===== config.mk =====
export PLATFORM = sky130hd
export DESIGN_NAME = conv_frame_sequencer
export DESIGN_NICKNAME = d
export VERILOG_FILES = /design/src/rtl/gsn_pkg.sv /design/src/rtl/result_fifo.sv /design/src/rtl/conv_frame_sequencer.sv
export SDC_FILE = /design/constraint.sdc
export NUM_CORES = 1
export LEC_CHECK = 0
export CAP_MARGIN = 15
export CORE_MARGIN = 5
export CORE_UTILIZATION = 55
export CTS_CLUSTER_DIAMETER = 80
export DETAILED_ROUTE_END_ITERATION = 10
export PLACE_DENSITY = 0.88
export SLEW_MARGIN = 20
export SYNTH_ARGS = -nofsm -noshare
export SYNTH_HDL_FRONTEND = slang
export SYNTH_HIERARCHICAL = 1
export SYNTH_SLANG_ARGS = --single-unit
export TNS_END_PERCENT = 30

===== constraint.sdc =====
create_clock -name clk -period 7.3 [get_ports clk]
set_clock_uncertainty 0.15 [all_clocks]
set_input_delay 1.46 -clock clk [delete_from_list [all_inputs] [get_ports clk]]
set_output_delay 1.46 -clock clk [all_outputs]
set_load 0.05 [all_outputs]

===== src/rtl/gsn_pkg.sv =====
// Types and helpers shared by the GarbageSortTop front-end blocks.
package gsn_pkg;

  typedef enum logic [1:0] {
    IDLE,
    FEED,
    DRAIN,
    DONE
  } state_e;

  localparam int PIX_W_DEF = 24;
  localparam int RES_W_DEF = 128;

  // Image dimension including the zero border on both sides.
  function automatic int padded_dim(input int dim, input int pad);
    return dim + 2 * pad;
  endfunction

  // Counter width for a range of n values, never narrower than one bit.
  function automatic int cnt_width(input int n);
    return (n <= 2) ? 1 : $clog2(n);
  endfunction

endpackage


===== src/rtl/result_fifo.sv =====
// Synchronous FIFO with a first-word-fall-through head; reads 0 when empty.
module result_fifo #(
  parameter int WIDTH = 128,
  parameter int DEPTH = 4
) (
  input  logic                     clk,
  input  logic                     rst,
  input  logic                     push,
  input  logic                     pop,
  input  logic [WIDTH-1:0]         din,
  output logic [WIDTH-1:0]         dout,
  output logic                     full,
  output logic                     empty,
  output logic [$clog2(DEPTH):0]   count
);

  localparam int AW = $clog2(DEPTH);
  localparam logic [AW:0] FULL_CNT = DEPTH[AW:0];

  logic [WIDTH-1:0] mem_q [DEPTH];
  logic [AW-1:0]    wr_q;
  logic [AW-1:0]    rd_q;
  logic [AW:0]      count_q;
  logic             do_push;
  logic             do_pop;

  assign empty   = (count_q == '0);
  assign full    = (count_q == FULL_CNT);
  assign do_pop  = pop && !empty;
  // A push into a full FIFO only lands when a pop frees the slot this cycle.
  assign do_push = push && (!full || do_pop);
  assign dout    = empty ? '0 : mem_q[rd_q];
  assign count   = count_q;

  // NOTE: sequential state is assigned with <= so every flop samples pre-edge values.
  always_ff @(posedge clk) begin
    if (rst) begin
      wr_q    <= '0;
      rd_q    <= '0;
      count_q <= '0;
    end else begin
      if (do_push) wr_q <= wr_q + 1'b1;
      if (do_pop)  rd_q <= rd_q + 1'b1;
      case ({do_push, do_pop})
        2'b10:   count_q <= count_q + 1'b1;
        2'b01:   count_q <= count_q - 1'b1;
        default: count_q <= count_q;
      endcase
    end
  end

  // NOTE: storage is not reset; count_q gates every read so stale words never escape.
  always_ff @(posedge clk) begin
    if (do_push) mem_q[wr_q] <= din;
  end

endmodule


===== src/rtl/conv_frame_sequencer.sv =====
// Streams one zero-padded frame into the convolution datapath and buffers
// the pooled results for a downstream consumer.
module conv_frame_sequencer
  import gsn_pkg::*;
#(
  parameter int IMG_W         = 32,
  parameter int IMG_H         = 32,
  parameter int PAD           = 1,
  parameter int PIX_W         = PIX_W_DEF,
  parameter int RES_W         = RES_W_DEF,
  parameter int N_RESULTS     = 256,
  parameter int RES_DEPTH     = 4,
  parameter int DRAIN_TIMEOUT = 1024
) (
  input  logic             clk,
  input  logic             rst,
  input  logic             frame_start,
  input  logic [PIX_W-1:0] s_pix,
  input  logic             s_valid,
  output logic             s_ready,
  output logic [PIX_W-1:0] d_in,
  output logic             conv_start,
  input  logic [RES_W-1:0] pool_out,
  input  logic             pool_valid,
  output logic [RES_W-1:0] r_data,
  output logic             r_valid,
  input  logic             r_ready,
  output logic             busy,
  output logic             frame_done,
  output logic             overflow,
  output logic             timeout
);

  localparam int PW    = padded_dim(IMG_W, PAD);
  localparam int PH    = padded_dim(IMG_H, PAD);
  localparam int COL_W = cnt_width(PW);
  localparam int ROW_W = cnt_width(PH);
  localparam int RC_W  = $clog2(N_RESULTS + 1);
  localparam int DC_W  = cnt_width(DRAIN_TIMEOUT);
  localparam logic [RC_W-1:0] RES_TARGET = RC_W'(N_RESULTS);

  state_e                 state_q;
  logic [ROW_W-1:0]       row_q;
  logic [COL_W-1:0]       col_q;
  logic [PIX_W-1:0]       d_in_q;
  logic                   conv_start_q;
  logic                   frame_done_q;
  logic                   overflow_q;
  logic                   timeout_q;
  logic [RC_W-1:0]        res_cnt_q;
  logic [DC_W-1:0]        drain_cnt_q;

  logic                   is_pad;
  logic                   advance;
  logic                   last_col;
  logic                   last_row;
  logic                   pool_take;
  logic                   fifo_pop;
  logic                   fifo_full;
  logic                   fifo_empty;
  logic                   accepted;
  logic                   dropped;
  logic [$clog2(RES_DEPTH):0] fifo_count;

  assign is_pad   = (int'(row_q) < PAD) || (int'(row_q) >= IMG_H + PAD) ||
                    (int'(col_q) < PAD) || (int'(col_q) >= IMG_W + PAD);
  assign last_col = (int'(col_q) == PW - 1);
  assign last_row = (int'(row_q) == PH - 1);
  assign advance  = (state_q == FEED) && (is_pad || s_valid);
  assign s_ready  = (state_q == FEED) && !is_pad && s_valid;

  assign pool_take = pool_valid && (state_q != IDLE);
  assign r_valid   = (fifo_count != '0);
  assign fifo_pop  = r_valid && r_ready;
  assign accepted  = pool_take && (!fifo_full || fifo_pop);
  assign dropped   = pool_take && fifo_full && !fifo_pop;

  result_fifo #(
    .WIDTH (RES_W),
    .DEPTH (RES_DEPTH)
  ) u_result_fifo (
    .clk   (clk),
    .rst   (rst),
    .push  (pool_take),
    .pop   (fifo_pop),
    .din   (pool_out),
    .dout  (r_data),
    .full  (fifo_full),
    .empty (fifo_empty),
    .count (fifo_count)
  );

  always_ff @(posedge clk) begin
    if (rst) begin
      state_q      <= IDLE;
      row_q        <= '0;
      col_q        <= '0;
      d_in_q       <= '0;
      conv_start_q <= 1'b0;
      frame_done_q <= 1'b0;
      overflow_q   <= 1'b0;
      timeout_q    <= 1'b0;
      res_cnt_q    <= '0;
      drain_cnt_q  <= '0;
    end else begin
      frame_done_q <= 1'b0;
      conv_start_q <= 1'b0;
      d_in_q       <= '0;
      if (accepted && res_cnt_q != RES_TARGET) res_cnt_q <= res_cnt_q + 1'b1;
      if (dropped) overflow_q <= 1'b1;

      case (state_q)
        IDLE: begin
          if (frame_start) begin
            state_q    <= FEED;
            row_q      <= '0;
            col_q      <= '0;
            res_cnt_q  <= '0;
            overflow_q <= 1'b0;
            timeout_q  <= 1'b0;
          end
        end
        FEED: begin
          // Interior positions without a pixel hold the scan and emit a bubble.
          if (advance) begin
            conv_start_q <= 1'b1;
            d_in_q       <= is_pad ? '0 : s_pix;
            if (last_col) begin
              col_q <= '0;
              if (last_row) begin
                state_q     <= DRAIN;
                drain_cnt_q <= '0;
              end else begin
                row_q <= row_q + 1'b1;
              end
            end else begin
              col_q <= col_q + 1'b1;
            end
          end
        end
        DRAIN: begin
          if (res_cnt_q == RES_TARGET && fifo_empty) begin
            state_q      <= DONE;
            frame_done_q <= 1'b1;
          end else if (int'(drain_cnt_q) == DRAIN_TIMEOUT - 1) begin
            state_q      <= DONE;
            frame_done_q <= 1'b1;
            timeout_q    <= 1'b1;
          end else begin
            drain_cnt_q <= drain_cnt_q + 1'b1;
          end
        end
        DONE:    state_q <= IDLE;
        default: state_q <= IDLE;
      endcase
    end
  end

  assign d_in       = d_in_q;
  assign conv_start = conv_start_q;
  assign busy       = (state_q != IDLE);
  assign frame_done = frame_done_q;
  assign overflow   = overflow_q;
  assign timeout    = timeout_q;

endmodule


# Word level (Yosys, flattened, before mapping)
# Memory sizes are Yosys's and may differ from the RTL's. A register that Yosys moved wholly into a read port is not among the register bits.
# Cells that the tools add are included.
# W data, S select, Z words.
classes:
  add_sub_neg: 8
  n_lt_le_gt_ge: 4
  eq_ne: 20
  muxes: 40
  bitwise: 3
  reduce_logical: 38
op_table:
  columns: ["operator", "count"]
  rows:
  - ["$mux W128", 1]
  - ["$mux W10", 5]
  - ["$mux W6", 6]
  - ["$mux W9", 3]
  - ["$pmux W6 S2", 2]
  - ["$pmux W10 S2", 1]
  - ["$mux W2", 8]
  - ["$ne A2 B2 Y1 const B", 8]
  - ["$add A6 B1 Y6 const B", 2]
  - ["$eq A6 B6 Y1 const B", 2]
  - ["$ge A6 B6 Y1 const B", 2]
  - ["$logic_and A1 B1 Y1", 12]
  - ["$lt A6 B1 Y1 const B", 2]
  - ["$mux W1", 11]
  - ["$add A10 B1 Y10 const B", 1]
  - ["$eq A10 B1 Y1 const B", 1]
  - ["$reduce_and A5 Y1", 2]
  - ["$reduce_bool A2 Y1", 5]
  - ["$add A9 B1 Y9 const B", 1]
  - ["$eq A9 B9 Y1 const B", 1]
  - ["$ne A9 B9 Y1 const B", 1]
  - ["$pmux W2 S4", 1]
  - ["$eq A2 B2 Y1 const B", 3]
  - ["$logic_or A1 B1 Y1", 6]
  - ["other kinds (18)", 26]
word_totals:
  reg_bits: 68
  ramBits: 512
  input_bits: 158
  out_inout_bits: 159
  n_memories: 1
memory_table:
  columns: ["memory", "words", "width", "read_ports", "rd_clocked_by_memory_dff", "wr", "line_no", "rtl"]
  rows:
  - ["u_result_fifo.mem_q", 4, 128, 1, 1, 1, "result_fifo.sv:20", "logic [WIDTH-1:0] mem_q [DEPTH];"]

# Depth between registers and ports, before layout
depth:
  word_depth: 8
  depth_mapped: 10
  mapped_depth_nobuf: 9

# Hierarchy
# The synthesis kept the hierarchy.
by_module_without_submodules:
  columns: ["mod", "instances", "cells_per_inst", "area_each_um2", "seq_area_each_um2"]
  rows:
  - ["result_fifo", 1, 878, 19965.4, 15554.9]
  - ["conv_frame_sequencer", 1, 302, 2722.6, 1221.2]

# Least setup slack after synthesis
# No wires, ideal clock.
synth_path:
  path_kind: "input port to flip-flop"
  start: "input pool_valid"
  end: "memory u_result_fifo.mem_q[0][0] (enable)"
  setup_ps: 502
  arrival_ps: 5204
  t_required_ps: 6648
  slack_ps: 1444
  stages: 5
  n_path_buf: 1
  path_cell_list: "nor2b_1 buf_2 inv_1 a31oi_1 and2_1"
synth_via:
  elab_chain_cells: 4
synth_lines:
  columns: ["element", "line_no", "rtl"]
  rows:
  - ["from (decl)", "conv_frame_sequencer.sv:24", "input logic pool_valid,"]
  - ["$logic_and A1 B1 Y1", "conv_frame_sequencer.sv:72", "assign pool_take = pool_valid && (state_q != IDLE);"]
  - ["$logic_and A1 B1 Y1", "result_fifo.sv:31", "assign do_push = push && (!full || do_pop);"]
  - ["$mux W1", "result_fifo.sv:54", "if (do_push) mem_q[wr_q] <= din;"]
  - ["$mux W1 (implied by the code)", "result_fifo.sv:54", null]
  - ["to (decl)", "result_fifo.sv:20", null]
# No other way between the ends.

==> out/qor.csv <==
metric,value,unit
pwr-share-seq,0.482,
intPower,6.31,mW
ys.flop_type,edfxtp_1,
initial_core_util,0.556,
cts.sinks,582,
cts_tree,yes,
cts_hold_buf,0,
yosysWarnings,6,
swShare,0.233,
gp_congestion,0.784,
synth_top_area_share,0.678,
drv_cap,0,
core_area,40800,sq um
fin_crit_sh,0.714,
clockRootBuffer,clkbuf_16,
routed-via-count,11900,
synth_area,22700,sq um
die_x,213,um
area_growth,25.2,%
fin_util,0.696,
ys_ff_latch,582,
grt_first_pass_wirelength,73700,um
async_flop_share,0,
drt.antenna.violating_nets,0,
fin_tns_setup,0,ns
syn_nets,1355,
avgSynthCellArea,19.2,sq um
clkPwrFrac,0.386,
antenna_found_initial,5,
clkTransAtPathRegs,0.06,ns
worstPathArrival,3.60,ns
grt_max_degree,91,
drive_above_1_share,0.159,
first_pass_iters,5,
grt_pass1_vias,12700,
worst_setup_path_start_kind,register,
post-cts-setup-buffers,0,
hold_path_class,reg -> reg,
relSlewSlack,0.278,
wire_per_inst,23.1,um
fin_crit,5.21,ns
cts_buffers,56,
fin_nets,1689,
p_sw,1.92,mW
die_h,213,um
post-route-drc-count,0,
viasPerCell,5.70,
cts.repair.resized,0,
grt_usage,0.214,
combinationalPowerShare,0.132,
finalMaxSlewViolations,0,
crit_path_max_fanout,61,
dieArea,45400,sq um
final_common_cell,edfxtp_1,
port_buffers,316,
hold_viol,0,
wl,48400,um
setup_viol,0,
rsz0062_at_grt,false,
worst_slew_pin_slew,1.08,ns
synth_edf_count,512,
pin_count,317,
insertion_delay,0.59,ns
drt_iter0_markers,850,
leakage,9.04,nW
syn_inst,1180,
ys_types,58,
clk_path_buf_depth,3,
max_freq,0.192,GHz
yosysSeqAreaShare,0.739,
synth_area_leaders,"edfxtp_1 (68%), mux4_2 (13%), dfxtp_1 (6.2%)",
path_class,reg -> out,
dp_hpwl,28800,um
endpoint_kind,output port,
p_per_area,290,nW/um^2
layout_common_cells,"edfxtp_1 (512), clkdlybuf4s50_1 (316), mux4_2 (128)",
yosys.area.top_type,edfxtp_1,
placementRows,74,
status,"finished, final reports clean",
vdd_drop_max,0.238,mV
overflow,0,
cts_max_level,2,
cp.required,5.69,ns
[layer usage]
metal / track usage / up-vias / part of all wire
met5: 0 / - / 0.00097
met4: 0.0693 / 6 / 0.027
met3: 0.0588 / 85 / 0.077
met2: 0.358 / 400 / 0.51
met1: 0.276 / 6135 / 0.38
li1: - / 5322 / -
[worst max-delay path, stage by stage, from the launching register on]
cell	delay [ns]
dfxtp_4	0.90
buf_12	0.47
mux4_2	0.60
nor2b_1	0.15
clkdlybuf4s50_1	0.78
[final cells by class]
cell class | count | area, sq um
sequential | 582 | 16800
timing repair buffer | 332 | 3350
multi-input combinational | 519 | 5470
fill | 2493 | 12400
inverter | 23 | 86.3
clock buffer | 67 | 1480
antenna | 3 | 7.51
tap | 532 | 666
clock inverter | 37 | 568
[flip-flops by register name (all words and copies together), names as in the netlist, named ones only]
signal,count
u_result_fifo/rd_q,2
u_result_fifo/count,3
drain_cnt_q,10
state_q,2
res_cnt_q,9
u_result_fifo/mem_q,512
overflow,1
row_q,6
timeout,1
frame_done,1
u_result_fifo/wr_q,2
conv_start,1
d_in,24
col_q,6
[cells in the mapped netlist (3+ instances only)]
library cell and count:
a21oi_1 12, a31o_2 3, a31oi_1 6, and2_1 31, and2b_1 9, and3_1 5, buf_2 19, buf_6 6
buf_8 8, clkbuf_1 20, dfxtp_1 70, edfxtp_1 512, ha_1 16, inv_1 23, mux2i_1 10, mux4_2 128
nand2_1 26, nand2b_1 11, nand3_1 16, nand4_1 10, nor2_1 27, nor2b_1 120, nor3_1 12, o211ai_1 4
o21a_1 4, o21ai_0 9, o31ai_1 4, or2_2 3, or3_1 4, xnor2_1 4, xor2_1 10
[worst paths after layout]
path / from / endpoint / slack (ns) / depth (start not counted)
max: register / r_data[110] / 2.09 / 4
min: overflow$_SDFF_PP0_ / overflow$_SDFF_PP0_ / 0.35 / 2
max reg2reg: state_q[0]$_SDFFE_PP0P_ / u_result_fifo/mem_q[2][81]$_DFFE_PP_ / 3.41 / 7
min reg2reg: overflow$_SDFF_PP0_ / overflow$_SDFF_PP0_ / 0.35 / 2
[cell families after synthesis]
kind of cell,count (synthesis),synth area share
DFF,582,0.739
xor gates and xnor gates,14,0.00540
and+or+nand+nor,288,0.0744
buffers and inverters,79,0.0204
muxes,139,0.132
adders and majority gates,17,0.00971
AOI/OAI and AO/OA,61,0.0187
[per-stage QoR]
step	instance area, sq um	instances	hold slack (ns)	total power, mW	worst slack [ns]
final	28400	2095	0.349	8.24	2.09
after global routing	28400	2094	0.362	8.54	1.80
after CTS	28400	2092	0.346	8.31	1.94
after detailed placement	26300	1988	0.323	5.12	2.22
after global placement	26300	1988	0.295	5.08	2.32
after floorplan	22700	1180	0.284	4.74	1.44
[power groups by stage]
| stage | Sequential (mW) | Combinational (mW) | Clock, mW |
|---|---|---|---|
| final | 3.97 | 1.09 | 3.18 |
| after global routing | 3.98 | 1.16 | 3.40 |
| after CTS | 3.97 | 1.10 | 3.25 |
| after detailed placement | 4.04 | 1.09 | 0 |
| after global placement | 4.01 | 1.07 | 0 |
| after floorplan | 4.05 | 0.693 | 0 |
No activity file was read; power rests on OpenSTA's default activity.
==> variant 1: new RTL, same settings <==
Re-encode `state_e` (4 states) as one-hot, 4 bits wide.
--- a/src/rtl/gsn_pkg.sv
+++ b/src/rtl/gsn_pkg.sv
@@ -3,7 +3,7 @@
 
-  typedef enum logic [1:0] {
-    IDLE,
-    FEED,
-    DRAIN,
-    DONE
+  typedef enum logic [3:0] {
+    IDLE  = 4'b0001,
+    FEED  = 4'b0010,
+    DRAIN = 4'b0100,
+    DONE  = 4'b1000
   } state_e;
Behaviour: no difference found for any inputs over 4 cycles, from zero or initial values and one cycle with rst high; so few cycles prove little.
==> variant 1 against the unedited design <==
Final cell count is 0.53% lower; setup slack got worse by 0.031 ns; cell area is 0.70% lower; maximum frequency fell by 0.58%; sequential cell count increased by 2; die area rose by 0.10%; synthesized area grew 0.11%; core utilization decreased by 0.49 points; wire length up 1.3%.
Power is not compared: it rests on default switching activity, and its combinational part moved more than twofold at a synthesized area within 25%.
==> variant 1: results (changes against the unedited design) <==
| Metric | Value |
|---|---|
| Synth Instances | `1167 (-1.1%)` |
| Largest net degree at the start of global routing | `110 (+21%)` |
| DRT iter0 DRCs | `898 (+5.6%)` |
| Syn Nets | `1339 (-1.2%)` |
| Status | `complete, no violations` |
| Tmin final | `5.24 ns (+0.0306 ns)` |
| Placed insts | `1970 (-0.91%)` |
| Top cells by area, synth | `edfxtp_1, mux4_2, dfxtp_1` |
| Wire length on met3 | `2.88 mm (-23%)` |
| Multi-input logic area | `5450 µm² (-0.25%)` |
| Sequential area share after synthesis | `74.0% (+0.095 points)` |
| Min-Delay Endpoint | `drain_cnt_q[9]` |
| DR WL/cell | `23.6 µm (+1.9%)` |
| GRT Overall Usage | `21.3% (-0.093 points)` |
| Critical Path Sink | `r_data[99]` |
| M1 WL | `19.1 mm (+3.9%)` |
| Non-Filler Instances | `2084 (-0.53%)` |
| Final #Nets | `1670 (-1.1%)` |
| Post-place instance area | `26300 µm² (about the same)` |
| Post-synth cell types | `59 (+1.7%)` |
| DR vias/cell | `5.70 (about the same)` |
| Dpl ws | `2.07 ns (-0.152 ns)` |
| Initial antenna violation count | `10 (+5)` |
| Smallest hold slack | `0.321 ns (-0.0273 ns)` |
| CTS Buf Count | `58 (+3.6%)` |
| Fill cells | `2507 (+0.56%)` |
| Synth top cells by count | `edfxtp_1, mux4_2, nor2b_1` |
| Share of layout cells above drive strength 1 | `15.9% (about the same)` |
| First-pass GRT wire length | `73.6 mm (-0.23%)` |
| Metal2 WL | `25.5 mm (+2.2%)` |
| Worst EP arrival | `3.63 ns (+0.03 ns)` |
| HP Start | `drain_cnt_q[9]` |
| Grt met3 use | `4.20% (-1.7 points)` |
==> variant 1: worst max-delay path: stages, from the launching register on <==
cell             delay, ns
dfxtp_4               0.87
buf_4                 0.60
mux4_2                0.60
nor2b_1               0.17
clkdlybuf4s50_1       0.74
==> variant 1: area by class of cell <==
class                   count  share of cell area [%]
diodes                      6                  0.0532
clock buffers              70                    5.38
clock inverters            38                    1.22
inverters                  21                   0.279
multi-input cells         507                    19.3
flip-flops and latches    584                    59.6
well taps                 532                    2.36
repair buffers            326                    11.7
==> variant 1: kinds of logic after synthesis <==
kind of cell    Yosys count  share of synthesized area (%)
compound gates           47                           1.47
xor+xnor                 18                          0.694
fa+ha+maj                14                          0.804
buf+inv                  76                           2.03
flops                   584                           74.0
mux                     138                           13.1
simple gates            290                           7.82
==> variant 2: new RTL, config.mk and constraints unchanged <==
Without the edit above. Set the parameter `IMG_W` to 48 (it was 32).
--- a/src/rtl/conv_frame_sequencer.sv
+++ b/src/rtl/conv_frame_sequencer.sv
@@ -5,3 +5,3 @@
 #(
-  parameter int IMG_W         = 32,
+  parameter int IMG_W         = 48,
   parameter int IMG_H         = 32,
Formal check against the unedited RTL: same outputs for any inputs over 4 cycles, from zero or initial values and one cycle with rst high; that may be too few to reach the edited logic, so the function may still have changed.
==> variant 2 against the unedited design <==
Register-to-register slack improved by 0.33 ns; sequential power about the same; critical path depth unchanged; synthesized area increased by 0.19%; core utilization decreased by 0.29 points; power decreased by 2.8%; clock power decreased by 7.2%; wire length decreased by 1.9%; setup slack improved by 0.15 ns; highest routed layer unchanged; sequential cell count unchanged; cell area decreased by 0.41%.
==> variant 2: results (changes against the unedited design) <==
| Metric | Value |
|---|---|
| DR vias/cell | `5.68 (-0.38%)` |
| R2R cell count | `8 (+1)` |
| Vias in the first global route | `12300 (-2.7%)` |
| GRT Overall Usage | `20.7% (-0.69 points)` |
| Slew margin rel. | `29.7% (+1.9 points)` |
| Top cells by area, synth | `edfxtp_1, mux4_2, dfxtp_1` |
| Synth Instances | `1183 (+0.25%)` |
| RePlAce Congestion | `0.766 (-2.3%)` |
| Fill cells | `2482 (-0.44%)` |
| Post-place instance area | `26400 µm² (about the same)` |
| Reg2Reg Setup Slack | `3.74 ns (+0.33 ns)` |
| Synth top cells by count | `edfxtp_1, mux4_2, nor2b_1` |
| CTS Buf Count | `56 (unchanged)` |
| Post-synth cell types | `67 (+16%)` |
| CTS Sinks | `582 (unchanged)` |
| Placed insts | `1987 (-0.050%)` |
| Port Buf Inserts | `316 (unchanged)` |
| Syn Nets | `1358 (+0.22%)` |
| Final setup margin | `2.25 ns (+0.155 ns)` |
| Final #Nets | `1688 (-0.059%)` |
| Critical Path Sink | `r_data[69]` |
| Synth top area share | `67.6% (-0.13 points)` |
| Worst path max stage delay | `0.90 ns (about the same)` |
| Clock buffer depth | `3 (unchanged)` |
| Share of layout cells above drive strength 1 | `16.3% (+0.37 points)` |
| Critical-path top delay cell | `dfxtp_4` |
| Worst r2r dst | `u_result_fifo/mem_q[0][89]` |
| FF-to-FF Start | `state_q[0]` |
| Initial antenna violation count | `2 (-3)` |
| Internal power | `0.00608 W (-3.7%)` |
| HPWL Detailed | `29.0 mm (+0.60%)` |
| Routed wire length | `47.5 mm (-1.9%)` |
| Main synth FF type | `edfxtp_1` |
| First-pass GRT wire length | `71.9 mm (-2.5%)` |
| Leakage power | `8.96 nW (-0.88%)` |
| Worst EP arrival | `3.44 ns (-0.16 ns)` |
| Root Buffer | `clkbuf_16` |
| DRT iter0 DRCs | `1091 (+28%)` |
| Clock Latency Late Sink | `0.60 ns` |
| Non-Filler Instances | `2097 (+0.095%)` |
| Sequential area share after synthesis | `73.8% (-0.14 points)` |
| Multi-input logic area | `5510 µm² (+0.76%)` |
| Max VDD drop | `0.000227 V (-4.3%)` |
| Largest net degree at the start of global routing | `81 (-11%)` |
| Dpl ws | `2.53 ns (+0.314 ns)` |
| Status | `complete, no violations` |
| CP Max Fanout | `71 (+16%)` |
| FFs w/ async S/R, synth | `0% (unchanged)` |
## variant 2: cell types whose count changed after synthesis, sizes merged, moves of 3 or more
cell,change
nor2,+4
nand2,+3
o21ai,+3
nor3,-7
nand2b,-4
a31o,-3
mux2i,-7
nand4,-3
a32o,+4
nand3,+7
## variant 2: critical path: cells and delay by family, from the launching register on
kind | cells | cell delay, ns
muxes | 1 | 0.27
and+or+nand+nor | 1 | 0.26
buffers and inverters | 2 | 1.30
DFF | 1 | 0.90
## variant 2: logic make-up after synthesis
logic type,share of synthesized area (%)
AO/OA/AOI/OAI,2.11
XOR/XNOR,0.501
multiplexers,12.9
adder cells (fa/ha/maj),0.969
AND/OR/NAND/NOR,7.66
buffers and inverters,2.05
flip-flops,73.8
## variant 2: final cells by class
class | instances | share of cell area [%]
clock buffers | 61 | 5.02
clock inverters | 45 | 1.75
inverters | 23 | 0.305
diodes | 4 | 0.0354
flip-flops and latches | 582 | 59.3
multi-input cells | 523 | 19.5
well taps | 532 | 2.35
repair buffers | 327 | 11.7
## variant 2: worst min path at each step
stage                  from      endpoint  cells after the start
6_report           overflow      overflow                      2
4_1_cts        res_cnt_q[1]  res_cnt_q[1]                      2
5_1_grt        res_cnt_q[1]  res_cnt_q[1]                      2
3_3_place_gp   res_cnt_q[1]  res_cnt_q[1]                      2
2_1_floorplan  res_cnt_q[1]  res_cnt_q[1]                      2
3_5_place_dp       overflow      overflow                      2
## variant 2: stage by stage
step,power (W),hold slack [ns]
after floorplan,0.00474,0.303
after global placement,0.00508,0.311
after detailed placement,0.00513,0.331
after CTS,0.00809,0.341
after global routing,0.00831,0.359
final,0.00801,0.337
## variant 2: power by group through the flow
| stage | registers [W] | clock network (W) | logic, W |
|---|---|---|---|
| global route | 0.00398 | 0.00317 | 0.00116 |
| floorplan | 0.00405 | 0 | 0.000695 |
| CTS | 0.00397 | 0.00302 | 0.00110 |
| finish | 0.00397 | 0.00295 | 0.00109 |
| detailed placement | 0.00404 | 0 | 0.00109 |
| global placement | 0.00401 | 0 | 0.00106 |
## variant 2: layer usage
layer | vias to the layer above | global-route usage, % | part of all wire (%)
met1 | 6108 | 27.4 | 39
met3 | 58 | 3.76 | 6.4
met5 | - | 0 | 0.027
met2 | 409 | 36.0 | 53
met4 | 2 | 5.44 | 1.5
li1 | 5337 | - | -
